## config.mk

```make
export PLATFORM = sky130hd
export DESIGN_NAME = window_frame_scheduler
export DESIGN_NICKNAME = d
export VERILOG_FILES = /design/src/rtl/window_frame_scheduler.sv
export SDC_FILE = /design/constraint.sdc
export NUM_CORES = 1
export LEC_CHECK = 0
export BUFFER_PORTS_ARGS = -buffer_cell sky130_fd_sc_hd__buf_2
export CELL_PAD_IN_SITES_DETAIL_PLACEMENT = 1
export CELL_PAD_IN_SITES_GLOBAL_PLACEMENT = 2
export CORE_ASPECT_RATIO = 0.7
export CORE_MARGIN = 2
export CORE_UTILIZATION = 30
export CTS_CLUSTER_DIAMETER = 30
export CTS_CLUSTER_SIZE = 8
export DETAILED_ROUTE_END_ITERATION = 6
export PLACE_DENSITY = 0.76
export SLEW_MARGIN = 20
export SYNTH_ARGS = -nofsm -noshare
export SYNTH_HDL_FRONTEND = slang
export SYNTH_SLANG_ARGS = --single-unit
```

## constraint.sdc

```tcl
create_clock -name clk -period 2.15 [get_ports clk]
set_clock_uncertainty 0.1 [all_clocks]
set_input_delay 0.215 -clock clk [delete_from_list [all_inputs] [get_ports clk]]
set_output_delay 0.215 -clock clk [all_outputs]
set_load 0.02 [all_outputs]
```

## src/rtl/window_frame_scheduler.sv

```systemverilog
// Frame sequencer for KxK window buffers: tracks raster position,
// drives line-buffer write/shift and flags valid windows.
//
// Ports:
//   clk, rst                  clock, synchronous active-high reset
//   start_i                   frame start pulse (taken only in IDLE)
//   pix_valid_i, ready_o      upstream pixel handshake
//   out_ready_i               downstream can take a window
//   lb_wr_en_o, lb_shift_o    line-buffer write / window shift (= accept)
//   win_valid_o               registered KxK window valid
//   col_o, row_o              position of last accepted pixel
//   busy_o, frame_done_o      frame in progress / end-of-frame pulse
module window_frame_scheduler #(
  parameter int IMG_W = 640,
  parameter int IMG_H = 480,
  parameter int K     = 9,
  localparam int CW   = $clog2(IMG_W),
  localparam int RW   = $clog2(IMG_H)
) (
  input  logic          clk,
  input  logic          rst,
  input  logic          start_i,
  input  logic          pix_valid_i,
  input  logic          out_ready_i,
  output logic          ready_o,
  output logic          lb_wr_en_o,
  output logic          lb_shift_o,
  output logic          win_valid_o,
  output logic [CW-1:0] col_o,
  output logic [RW-1:0] row_o,
  output logic          busy_o,
  output logic          frame_done_o
);

  typedef enum logic [1:0] {
    IDLE = 2'd0,
    FILL = 2'd1,
    RUN  = 2'd2,
    DONE = 2'd3
  } state_t;

  localparam logic [CW-1:0] C_LAST = CW'(IMG_W - 1);
  localparam logic [CW-1:0] C_WIN  = CW'(K - 1);
  localparam logic [RW-1:0] R_LAST = RW'(IMG_H - 1);
  localparam logic [RW-1:0] R_WIN  = RW'(K - 1);
  localparam logic [RW-1:0] R_FILL = RW'(K - 2);

  state_t        state;
  state_t        state_n;
  logic [CW-1:0] c;
  logic [RW-1:0] r;
  logic          accept;
  logic          row_end;
  logic          in_win;

  assign busy_o     = (state == FILL) || (state == RUN);
  assign ready_o    = busy_o & out_ready_i;
  assign accept     = pix_valid_i & ready_o;
  assign lb_wr_en_o = accept;
  assign lb_shift_o = accept;
  assign row_end    = (c == C_LAST);
  assign in_win     = (c >= C_WIN) && (r >= R_WIN);

  always_comb begin
    state_n      = state;
    frame_done_o = 1'b0;
    unique case (state)
      IDLE: if (start_i) state_n = FILL;
      FILL: if (accept && row_end && r == R_FILL) state_n = RUN;
      RUN:  if (accept && row_end && r == R_LAST) state_n = DONE;
      DONE: begin
        frame_done_o = 1'b1;
        state_n      = IDLE;
      end
      default: state_n = IDLE;
    endcase
  end

  always_ff @(posedge clk) begin
    if (rst) begin
      state       <= IDLE;
      c           <= '0;
      r           <= '0;
      col_o       <= '0;
      row_o       <= '0;
      win_valid_o <= 1'b0;
    end else begin
      state       <= state_n;
      win_valid_o <= accept & in_win;
      if (state == IDLE && start_i) begin
        c <= '0;
        r <= '0;
      end else if (accept) begin
        col_o <= c;
        row_o <= r;
        if (row_end) begin
          c <= '0;
          r <= r + RW'(1);
        end else begin
          c <= c + CW'(1);
        end
      end
    end
  end

endmodule

```

==> reports/results.ini, run 1 <==
[worst_setup_path]
cp.arrival_ns = 2.09
r2r_start = state[1]$_SDFFE_PP0P_
critical_path.slowest_cell = ha_2
critical-path-max-stage-delay_ns = 0.37
endpoint_kind = register
worst_r2r_endpoint = r[6]$_SDFFE_PP0P_
worst_ep_required_time_ns = 2.23
worst_r2r_path_depth = 8
crit_path_cell_trace = inv_1 -> ha_2 -> nand3_4 -> nor4_4 -> buf_6 -> nand4_2 -> xnor2_1 -> nor2b_1
timing.critical_path.fanout_max = 9
path_delay_family = simple AND/OR/NAND/NOR gates
worst-path-buf-inv = 2
setup.reg_to_reg.worst_slack_ns = 0.14
timing.setup.critical_path_class = reg -> reg
kind_of_start_point_of_the_critical_path = register

[placed_design]
total_cell_area_at_the_placement_stage_um2 = 2195
port_buffers = 29
global_placer_s_final_weighted_congestion = 0.7454
hpwlAfterDp_um = 3572

[global_route]
antenna_found_initial = 0
wire_length_of_the_first_global_routing_pass_um = 8259
grt_pass1_vias = 1569
grt_usage_pct = 15.03
globalRouteOverflowTotal = 0
maximum_number_of_pins_on_one_net_before_global_route_repair = 25

[layout]
finalInstanceArea_um2 = 2326
syn_to_final_growth_pct = 24.68
layout-drive-gt1-share_pct = 25.28
number_of_diodes = 0
fin_nets = 279

[hold_path]
hold_path_end = col_o[6]$_SDFFE_PP0P_
min_delay_path_depth = 5
worst_hold_path_type = in -> reg
hp-start = start_i

[timing]
setup-tns-final_ns = 0
final-hold-violation-count = 0
fin_hold_ws_ns = 0.2788
period_minus_slack_ns = 2.012
final-max-slew-violation-count = 0
timing.final.setup_violations = 0
fmax_mhz = 496.9
min_period_over_period_pct = 93.60
slew_headroom_pct = 67.07
worstMarginPinSlew_ns = 0.4940

[clock_tree]
cts_inserted_buffers = 5
clock_sink_count = 41
cts-root-buf = clkbuf_8
cts_hold_repair.buffers = 0
clk_path_buf_depth = 2
clk_latency_ns = 0.29
cts_tree = built
cts_htree_levels = 2
worst_setup_hold_path_clk_slew_ns = 0.09

[synthesis]
async_flop_share_pct = 0
synth_cells = 221
syn_avg_cell_area_um2 = 8.441
synth_nets = 235
synthDistinctLibCells = 35
synth_seq_cells = 41
dominantRegCellSynth = dfxtp_1
syn_area_um2 = 1866
synth_sequential_area_ratio_pct = 44.00
yosysWarnings = 0
synth-edff-count = 0

[routing]
num_vias = 1597
avgViaCountPerCell = 4.697
drt_first_iter_violations = 40
routed_wl_um = 4895
detail-route-antenna-nets = 0
drt_drc_violations_left = 0
avgRoutedWirePerCell_um = 14.40
drt_pre_antenna_iters = 4

[run]
max_cap_viols = 0

[floorplan]
die_width_um = 98.25
chipHeight_um = 69.98
initial_core_utilization_pct = 31.78
std_cell_rows = 23
die_area_um2 = 6875
num_io_pins = 30
core_area_um2 = 5871

[power_and_ir_drop]
power.leakage_nw = 0.9496
irDropWorstVdd_v = 0.0004767
total_power_w = 0.001891
power-per-cell-area_nw_per_um2 = 812.9

[status]
status = finished clean

-- worst max path at each step --
stage / from / endpoint / slack [ns] / cells after the start
finish: state[1]$_SDFFE_PP0P_ / r[6]$_SDFFE_PP0P_ / 0.14 / 8
global route: state[1]$_SDFFE_PP0P_ / r[6]$_SDFFE_PP0P_ / -0.007 / 8
CTS: state[0]$_SDFFE_PP0P_ / r[8]$_SDFFE_PP0P_ / 0.03 / 8
detailed placement: state[0]$_SDFFE_PP0P_ / r[8]$_SDFFE_PP0P_ / -0.1 / 8
global placement: state[1]$_SDFFE_PP0P_ / r[6]$_SDFFE_PP0P_ / 0.02 / 8
floorplan: state[1]$_SDFFE_PP0P_ / state[1]$_SDFFE_PP0P_ / 0.02 / 8
-- cells by family (layout without fill, tap and decap cells) --
logic type	count (synthesis)	count (layout)	synth area share [%]
compound gates	31	31	9.658
mux	2	2	1.073
fa+ha+maj	9	9	6.036
flops	41	41	44.00
buf+inv	17	61	3.756
xor+xnor	14	14	6.573
simple gates	107	107	28.91
-- state kept, by name, indices dropped and copies added (netlist names) --
signal       cells
state            2
r                9
row_o            9
c               10
col_o           10
win_valid_o      1
-- cells in the mapped netlist (2+ instances only) --
master | number | area, µm²
xor2_1 | 9 | 78.83
nor4_1 | 2 | 12.51
or4_1 | 2 | 15.01
nand3_1 | 5 | 25.02
nor2_1 | 19 | 71.32
o21ai_0 | 2 | 10.01
nand4_1 | 7 | 43.79
a21oi_2 | 2 | 17.52
nand2_1 | 46 | 172.7
ha_1 | 9 | 112.6
mux2i_1 | 2 | 20.02
xnor2_1 | 5 | 43.79
clkbuf_1 | 6 | 22.52
and3_1 | 6 | 37.54
dfxtp_1 | 41 | 820.8
or2_2 | 2 | 12.51
nand2b_1 | 4 | 25.02
a21oi_1 | 23 | 115.1
inv_1 | 7 | 26.28
nor3_1 | 6 | 30.03
buf_2 | 2 | 10.01
-- cell type report --
| class | count | area, µm² |
|---|---|---|
| clock buffer | 5 | 68.82 |
| clock inverter | 2 | 35.03 |
| fill | 740 | 3545 |
| tap | 75 | 93.84 |
| multi-input combinational | 163 | 1001 |
| inverter | 8 | 30.03 |
| sequential | 41 | 820.8 |
| timing repair buffer | 46 | 276.5 |
-- worst reg2reg max path, delay by kind of cell, from the launching register on --
family / cells / cell delay [ns]
DFF: 1 / 0.34
xor gates and xnor gates: 1 / 0.15
and+or+nand+nor: 4 / 0.70
adders and majority gates: 1 / 0.37
buffers and inverters: 2 / 0.24
-- per-stage QoR --
stage / setup WS, ns / utilization [%] / instances
2_1_floorplan: 0.01628 / - / 221
3_3_place_gp: 0.02166 / 37.38 / 332
3_5_place_dp: -0.09927 / 37.38 / 332
4_1_cts: 0.03089 / 39.24 / 339
5_1_grt: -0.006926 / 39.62 / 340
6_report: 0.1376 / 39.62 / 340
-- layout by cell type (no fill, tap or decap), drive strengths merged --
master,Yosys,routed
or3,1,1
nor2b,1,1
bufinv,0,1
nand4bb,1,1
o41ai,1,1
o21a,1,1
buf,3,46
or4,2,2
nand2,46,46
nand4,9,9
a21oi,25,25
o21ai,2,2
nor2,19,19
mux2i,2,2
xor2,9,9
nor4,3,3
nor3,6,6
dfxtp,41,41
nand3,5,5
inv,8,8
o31ai,1,1
nand2b,4,4
ha,9,9
and2,1,1
and3,6,6
clkinv,0,1
clkbuf,6,5
or2,3,3
xnor2,5,5
a41oi,1,1
-- report_power, final --
group,internal [W],total (W),switching (W)
sequential,0.000780,0.000790,0.0000108
clock,0.000338,0.000608,0.000270
combinational,0.000181,0.000493,0.000311
-- layer usage --
layer / GRT usage (%) / part of all wire (%) / up-vias
li1: - / - / 822
met2: 21.77 / 41 / 31
met1: 22.56 / 54 / 742
met3: 3.604 / 4.1 / 2
met5: 0 / 0 / -
met4: 3.196 / 0.43 / 0
-- repair_timing --
| item | in CTS | in global routing |
|---|---|---|
| pin swaps | 0 | 0 |
| endpoints found under the setup margin | 16 | 13 |
| setup buffers | 0 | 1 |
| resized for setup | 1 | 4 |
Note: power is estimated with default switching activity, not from simulation.
==> run 2: changes to the inputs <==
--- a/config.mk
+++ b/config.mk
@@ -14,6 +14,7 @@
 export CTS_CLUSTER_DIAMETER = 30
 export CTS_CLUSTER_SIZE = 8
 export DETAILED_ROUTE_END_ITERATION = 6
+export GPL_TIMING_DRIVEN = 0
 export PLACE_DENSITY = 0.76
 export SLEW_MARGIN = 20
 export SYNTH_ARGS = -nofsm -noshare
==> reports/results.ini, run 2 (synthesized netlist as in run 1, its figures left out) <==
[worst_setup_path]
cp.arrival_ns = 2.17  ; +0.08 ns
r2r_start = state[1]$_SDFFE_PP0P_
worst_r2r_endpoint = state[1]$_SDFFE_PP0P_
kind_of_start_point_of_the_critical_path = register
setup.reg_to_reg.worst_slack_ns = 0.10  ; -0.04 ns
worst_ep_required_time_ns = 2.28  ; +0.05 ns
endpoint_kind = register
timing.critical_path.fanout_max = 10  ; +1
timing.setup.critical_path_class = reg -> reg
worst_r2r_path_depth = 8  ; unchanged

[layout]
highest_count_cells_in_the_layout_ignoring_fill_and_taps = 45 x nand2_1, 37 x dfxtp_1, 30 x buf_2, 23 x a21oi_1, 19 x nor2_1
finalInstanceArea_um2 = 2323  ; -0.11%
layout.cells.most_common = nand2_1
syn_to_final_growth_pct = 24.55
fin_nets = 275  ; -1.4%
layout-drive-gt1-share_pct = 25.57  ; +0.29 points
leading_registers_by_flop_count = c: 10 flops, col_o: 10 flops
number_of_diodes = 0  ; unchanged
number_of_non_filler_instances_in_the_completed_layout = 337  ; -0.88%

[global_route]
grt_pass1_vias = 1647  ; +5.0%
grt_usage_pct = 14.92  ; -0.11 points
wire_length_of_the_first_global_routing_pass_um = 8286  ; +0.33%
maximum_number_of_pins_on_one_net_before_global_route_repair = 14  ; -44%
grt_use_met2_pct = 21.92  ; +0.15 points
antenna_found_initial = 0  ; unchanged
grt_use_met1_pct = 21.53  ; -1.0 points
grt_most_used_layer = met2
globalRouteOverflowTotal = 0  ; unchanged
grt_use_met3_pct = 3.604  ; unchanged

[floorplan]
die_width_um = 98.25  ; unchanged
core_area_um2 = 5871  ; unchanged
num_io_pins = 30  ; unchanged
die_area_um2 = 6875  ; unchanged
chipHeight_um = 69.98  ; unchanged
initial_core_utilization_pct = 31.78  ; unchanged
std_cell_rows = 23  ; unchanged

[routing]
avgRoutedWirePerCell_um = 14.01  ; -2.7%
drt_drc_violations_left = 0  ; unchanged
routed_wl_um = 4723  ; -3.5%
num_vias = 1577  ; -1.3%
detail-route-antenna-nets = 0  ; unchanged
avgViaCountPerCell = 4.680  ; -0.37%
drt_pre_antenna_iters = 4  ; unchanged
drt_first_iter_violations = 41  ; +2.5%

[clock_tree]
cts-root-buf = clkbuf_8
worst_setup_hold_path_clk_slew_ns = 0.08  ; about the same
cts_tree = built
cts_htree_levels = 2  ; unchanged
cts_hold_repair.buffers = 0  ; unchanged
clk_latency_ns = 0.29  ; about the same
cts_inserted_buffers = 5  ; unchanged
clock_sink_count = 41  ; unchanged
clk_path_buf_depth = 2  ; unchanged

[placed_design]
global_placer_s_final_weighted_congestion = 0.7235  ; -2.9%
detailedPlace.worstSlack_ns = -0.4454  ; -0.3462 ns
placed_cells_incl_taps = 325  ; -2.1%
total_cell_area_at_the_placement_stage_um2 = 2115  ; -3.6%
hpwlAfterDp_um = 3445  ; -3.6%
port_buffers = 29  ; unchanged

[timing]
fmax_mhz = 488.0  ; -1.8%
min_period_over_period_pct = 95.32  ; +1.7 points
timing.final.setup_violations = 0  ; unchanged
worstMarginPinSlew_ns = 0.5280  ; +0.03401 ns
slew_headroom_pct = 64.80  ; -2.3 points
period_minus_slack_ns = 2.049  ; +0.03689 ns
final-hold-violation-count = 0  ; unchanged
rsz0062_at_grt = yes
fin_hold_ws_ns = 0.1557  ; -0.1231 ns
setup_slack_ns = 0.1007  ; -0.03689 ns
final-max-slew-violation-count = 0  ; unchanged

[hold_path]
hold_path_end = state[0]$_SDFFE_PP0P_
min_delay_path_depth = 3  ; -2
hp-start = rst
worst_hold_path_type = in -> reg

[power_and_ir_drop]
power-per-cell-area_nw_per_um2 = 805.5  ; -0.91%
power.leakage_nw = 0.9361  ; -1.4%
irDropWorstVdd_v = 0.0004771  ; about the same
total_power_w = 0.001872  ; -1.0%

[run]
max_cap_viols = 0  ; unchanged

[status]
status = finished clean

[run 2: cell types whose count changed in the layout (fill, tap and decap cells not counted), sizes merged]
| cell | previous run | this run |
|---|---|---|
| buf | 46 | 36 |
| clkbuf | 5 | 12 |
| bufinv | 1 | 0 |
| clkinv | 1 | 2 |
[run 2: final cells by class]
| class | count | area [µm²] |
|---|---|---|
| repair buffers | 33 | 175.2 |
| clock buffers | 6 | 82.58 |
| flip-flops and latches | 41 | 825.8 |
| multi-input cells | 163 | 1049 |
| plain buffers | 9 | 51.30 |
| inverters | 8 | 32.53 |
| clock inverters | 2 | 13.76 |
| well taps | 75 | 93.84 |
| fillers | 722 | 3547 |
[run 2: per-layer routing]
layer | part of all wire, % | up-vias
met3 | 4.4 | 5
met5 | 0 | -
met1 | 55 | 724
met2 | 40 | 28
met4 | 1.0 | 0
li1 | - | 820
[run 2: what timing repair did]
action,in CTS,in global routing
resized for setup,13,7
setup endpoints to repair,39,6
setup buffers,4,0
pin swaps,2,3
cloned,0,0
[run 2: worst max-delay path: stages, from the launching register on]
cell,delay (ns)
dfxtp_2,0.37
inv_1,0.09
ha_4,0.30
nand3_2,0.12
buf_6,0.19
nor4_4,0.26
nand4_1,0.16
a21oi_2,0.21
mux2i_1,0.18
[run 2: metrics by stage]
stage	setup TNS [ns]	util (%)
after global routing	-0.05383	39.58
after global placement	-5.762	36.02
after detailed placement	-6.733	36.02
after floorplan	0	-
final	0	39.58
after CTS	-0.003806	38.98
[run 2: worst max path at each step]
stage                          start                     to  slack [ns]  cells after the start
3_3_place_gp   state[0]$_SDFFE_PP0P_  row_o[7]$_SDFFE_PP0P_       -0.35                      9
6_report       state[1]$_SDFFE_PP0P_  state[1]$_SDFFE_PP0P_        0.10                      8
3_5_place_dp   state[0]$_SDFFE_PP0P_  col_o[9]$_SDFFE_PP0P_       -0.45                      9
4_1_cts        state[1]$_SDFFE_PP0P_  state[1]$_SDFFE_PP0P_      -0.004                      8
5_1_grt        state[1]$_SDFFE_PP0P_  state[1]$_SDFFE_PP0P_       -0.05                      8
2_1_floorplan  state[1]$_SDFFE_PP0P_  state[1]$_SDFFE_PP0P_        0.02                      8
[run 2: power breakdown]
part	total, W	leakage (nW)	switching, W	internal (W)
Combinational	0.000522	0.553	0.000318	0.000204
Clock	0.000541	0.0512	0.000281	0.000260
Sequential	0.000809	0.332	0.0000250	0.000784
Total	0.00187	0.936	0.000624	0.00125
==> run 3: changes to the inputs <==
--- a/config.mk
+++ b/config.mk
@@ -16,6 +16,8 @@
 export DETAILED_ROUTE_END_ITERATION = 6
 export GPL_TIMING_DRIVEN = 0
 export PLACE_DENSITY = 0.76
+export REMOVE_ABC_BUFFERS = 1
+export SKIP_LAST_GASP = 1
 export SLEW_MARGIN = 20
 export SYNTH_ARGS = -nofsm -noshare
 export SYNTH_HDL_FRONTEND = slang
==> reports/results.ini, run 3 (synthesized netlist as in run 1, its figures left out) <==
[routing]
detail-route-antenna-nets = 0  ; unchanged
avgViaCountPerCell = 4.769  ; +1.9%
num_vias = 1569  ; -0.51%
drt_drc_violations_left = 0  ; unchanged
routed_wl_um = 4589  ; -2.8%
avgRoutedWirePerCell_um = 13.95  ; -0.47%
drt_pre_antenna_iters = 4  ; unchanged
drt_first_iter_violations = 50  ; +22%

[layout]
number_of_diodes = 0  ; unchanged
multi_input_comb_area_um2 = 1017  ; -3.0%
highest_count_cells_in_the_layout_ignoring_fill_and_taps = 45 x nand2_1, 39 x dfxtp_1, 29 x buf_2, 23 x a21oi_1, 19 x nor2_1
fillerInstances = 723  ; +0.14%
seq_area_um2 = 823.3  ; -0.30%
fin_util_pct = 38.30  ; -1.3 points
layout-drive-gt1-share_pct = 22.83  ; -2.7 points
syn_to_final_growth_pct = 20.52
leading_registers_by_flop_count = c: 10 flops, col_o: 10 flops
number_of_non_filler_instances_in_the_completed_layout = 329  ; -2.4%
fin_nets = 268  ; -2.5%
layout.cells.most_common = nand2_1

[power_and_ir_drop]
power-per-cell-area_nw_per_um2 = 810.5  ; +0.62%
total_power_w = 0.001822  ; -2.6%
irDropWorstVdd_v = 0.0004619  ; -3.2%
power.leakage_nw = 0.8831  ; -5.7%

[clock_tree]
worst_setup_hold_path_clk_slew_ns = 0.08  ; about the same
clk_path_buf_depth = 2  ; unchanged
cts_inserted_buffers = 5  ; unchanged
clock_sink_count = 41  ; unchanged
cts_tree = built
cts-root-buf = clkbuf_8
clk_latency_ns = 0.29  ; about the same
cts_htree_levels = 2  ; unchanged

[floorplan]
initial_core_utilization_pct = 31.78  ; unchanged
chipHeight_um = 69.98  ; unchanged
die_area_um2 = 6875  ; unchanged
num_io_pins = 30  ; unchanged
core_area_um2 = 5871  ; unchanged
std_cell_rows = 23  ; unchanged
die_width_um = 98.25  ; unchanged

[worst_setup_path]
kind_of_start_point_of_the_critical_path = register
timing.critical_path.fanout_max = 8  ; -2
cp.arrival_ns = 2.12  ; -0.05 ns
timing.setup.critical_path_class = reg -> reg
worst_ep_required_time_ns = 2.21  ; -0.07 ns
critical-path-max-stage-delay_ns = 0.36  ; about the same
crit_path_cell_trace = inv_1 -> ha_4 -> nand3_4 -> nor4_4 -> buf_6 -> nand4_2 -> xnor2_1 -> nor2b_1
critical_path.slowest_cell = dfxtp_2
endpoint_kind = register

[timing]
worstMarginPinSlew_ns = 0.5417  ; +0.01366 ns
period_minus_slack_ns = 2.054  ; +0.004424 ns
final-hold-violation-count = 0  ; unchanged
min_period_over_period_pct = 95.52  ; +0.21 points
final-max-slew-violation-count = 0  ; unchanged
slew_headroom_pct = 63.81  ; -0.99 points
fin_hold_ws_ns = 0.2902  ; +0.1345 ns
rsz0062_at_grt = yes
timing.final.setup_violations = 0  ; unchanged
setup_slack_ns = 0.09627  ; -0.004424 ns
fmax_mhz = 486.9  ; -0.22%

[placed_design]
port_buffers = 29  ; unchanged
hpwlAfterDp_um = 3147  ; -8.7%
global_placer_s_final_weighted_congestion = 0.7563  ; +4.5%
detailedPlace.worstSlack_ns = -0.5689  ; -0.1235 ns
placed_cells_incl_taps = 316  ; -2.8%

[global_route]
wire_length_of_the_first_global_routing_pass_um = 7900  ; -4.7%
maximum_number_of_pins_on_one_net_before_global_route_repair = 25  ; +11
grt_usage_pct = 14.39  ; -0.53 points
antenna_found_initial = 0  ; unchanged
globalRouteOverflowTotal = 0  ; unchanged
grt_pass1_vias = 1516  ; -8.0%

[run]
max_cap_viols = 0  ; unchanged

[status]
status = finished clean

[hold_path]
worst_hold_path_type = in -> reg

run 3: metal layers:
layer	part of all wire [%]	vias to the layer above	GRT usage, %
met5	0	-	0
met3	4.0	2	3.504
met4	0.59	0	4.110
li1	-	807	-
met2	39	26	20.32
met1	56	734	21.54
run 3: per-stage QoR:
step,instance area [µm²],TNS [ns]
after global routing,2248,-0.08990
after CTS,2235,0
after floorplan,1826,-4.787
after global placement,2064,-16.18
after detailed placement,2064,-16.73
final,2248,0
run 3: worst paths after layout:
check	endpoint	slack (ns)	start	cells after the start
min reg2reg	row_o[7]$_SDFFE_PP0P_	0.35	row_o[7]$_SDFFE_PP0P_	2
max reg2reg	r[6]$_SDFFE_PP0P_	0.1	state[0]$_SDFFE_PP0P_	8
max	r[6]$_SDFFE_PP0P_	0.1	state[0]$_SDFFE_PP0P_	8
min	col_o[0]$_SDFFE_PP0P_	0.29	start_i	4
run 3: where the power goes:
group | switching [W] | internal, W | total, W
Clock | 0.000272 | 0.000254 | 0.000526
Combinational | 0.000308 | 0.000182 | 0.000491
Sequential | 0.0000224 | 0.000784 | 0.000806
run 3: layout make-up:
cell class                 instances  area share [%]
timing repair buffer              35           8.625
clock inverter                     1          0.3339
inverter                           8           1.336
clock buffer                       6           3.673
multi-input combinational        163           45.24
sequential                        41           36.62
tap                               75           4.174
run 3: timing repair:
action                                  CTS  global route
setup buffers                             5             1
gates resized for setup                   6             4
pin swaps                                 2             1
gates cloned                              0             0
hold buffers                              0             0
endpoints found under the setup margin   40             9
run 3: critical path, delay by kind of cell, from the launching register on:
family	cells	cell delay [ns]
XOR/XNOR	1	0.15
adder cells (fa/ha/maj)	1	0.30
buffers and inverters	2	0.27
flip-flops	1	0.36
AND/OR/NAND/NOR	4	0.74
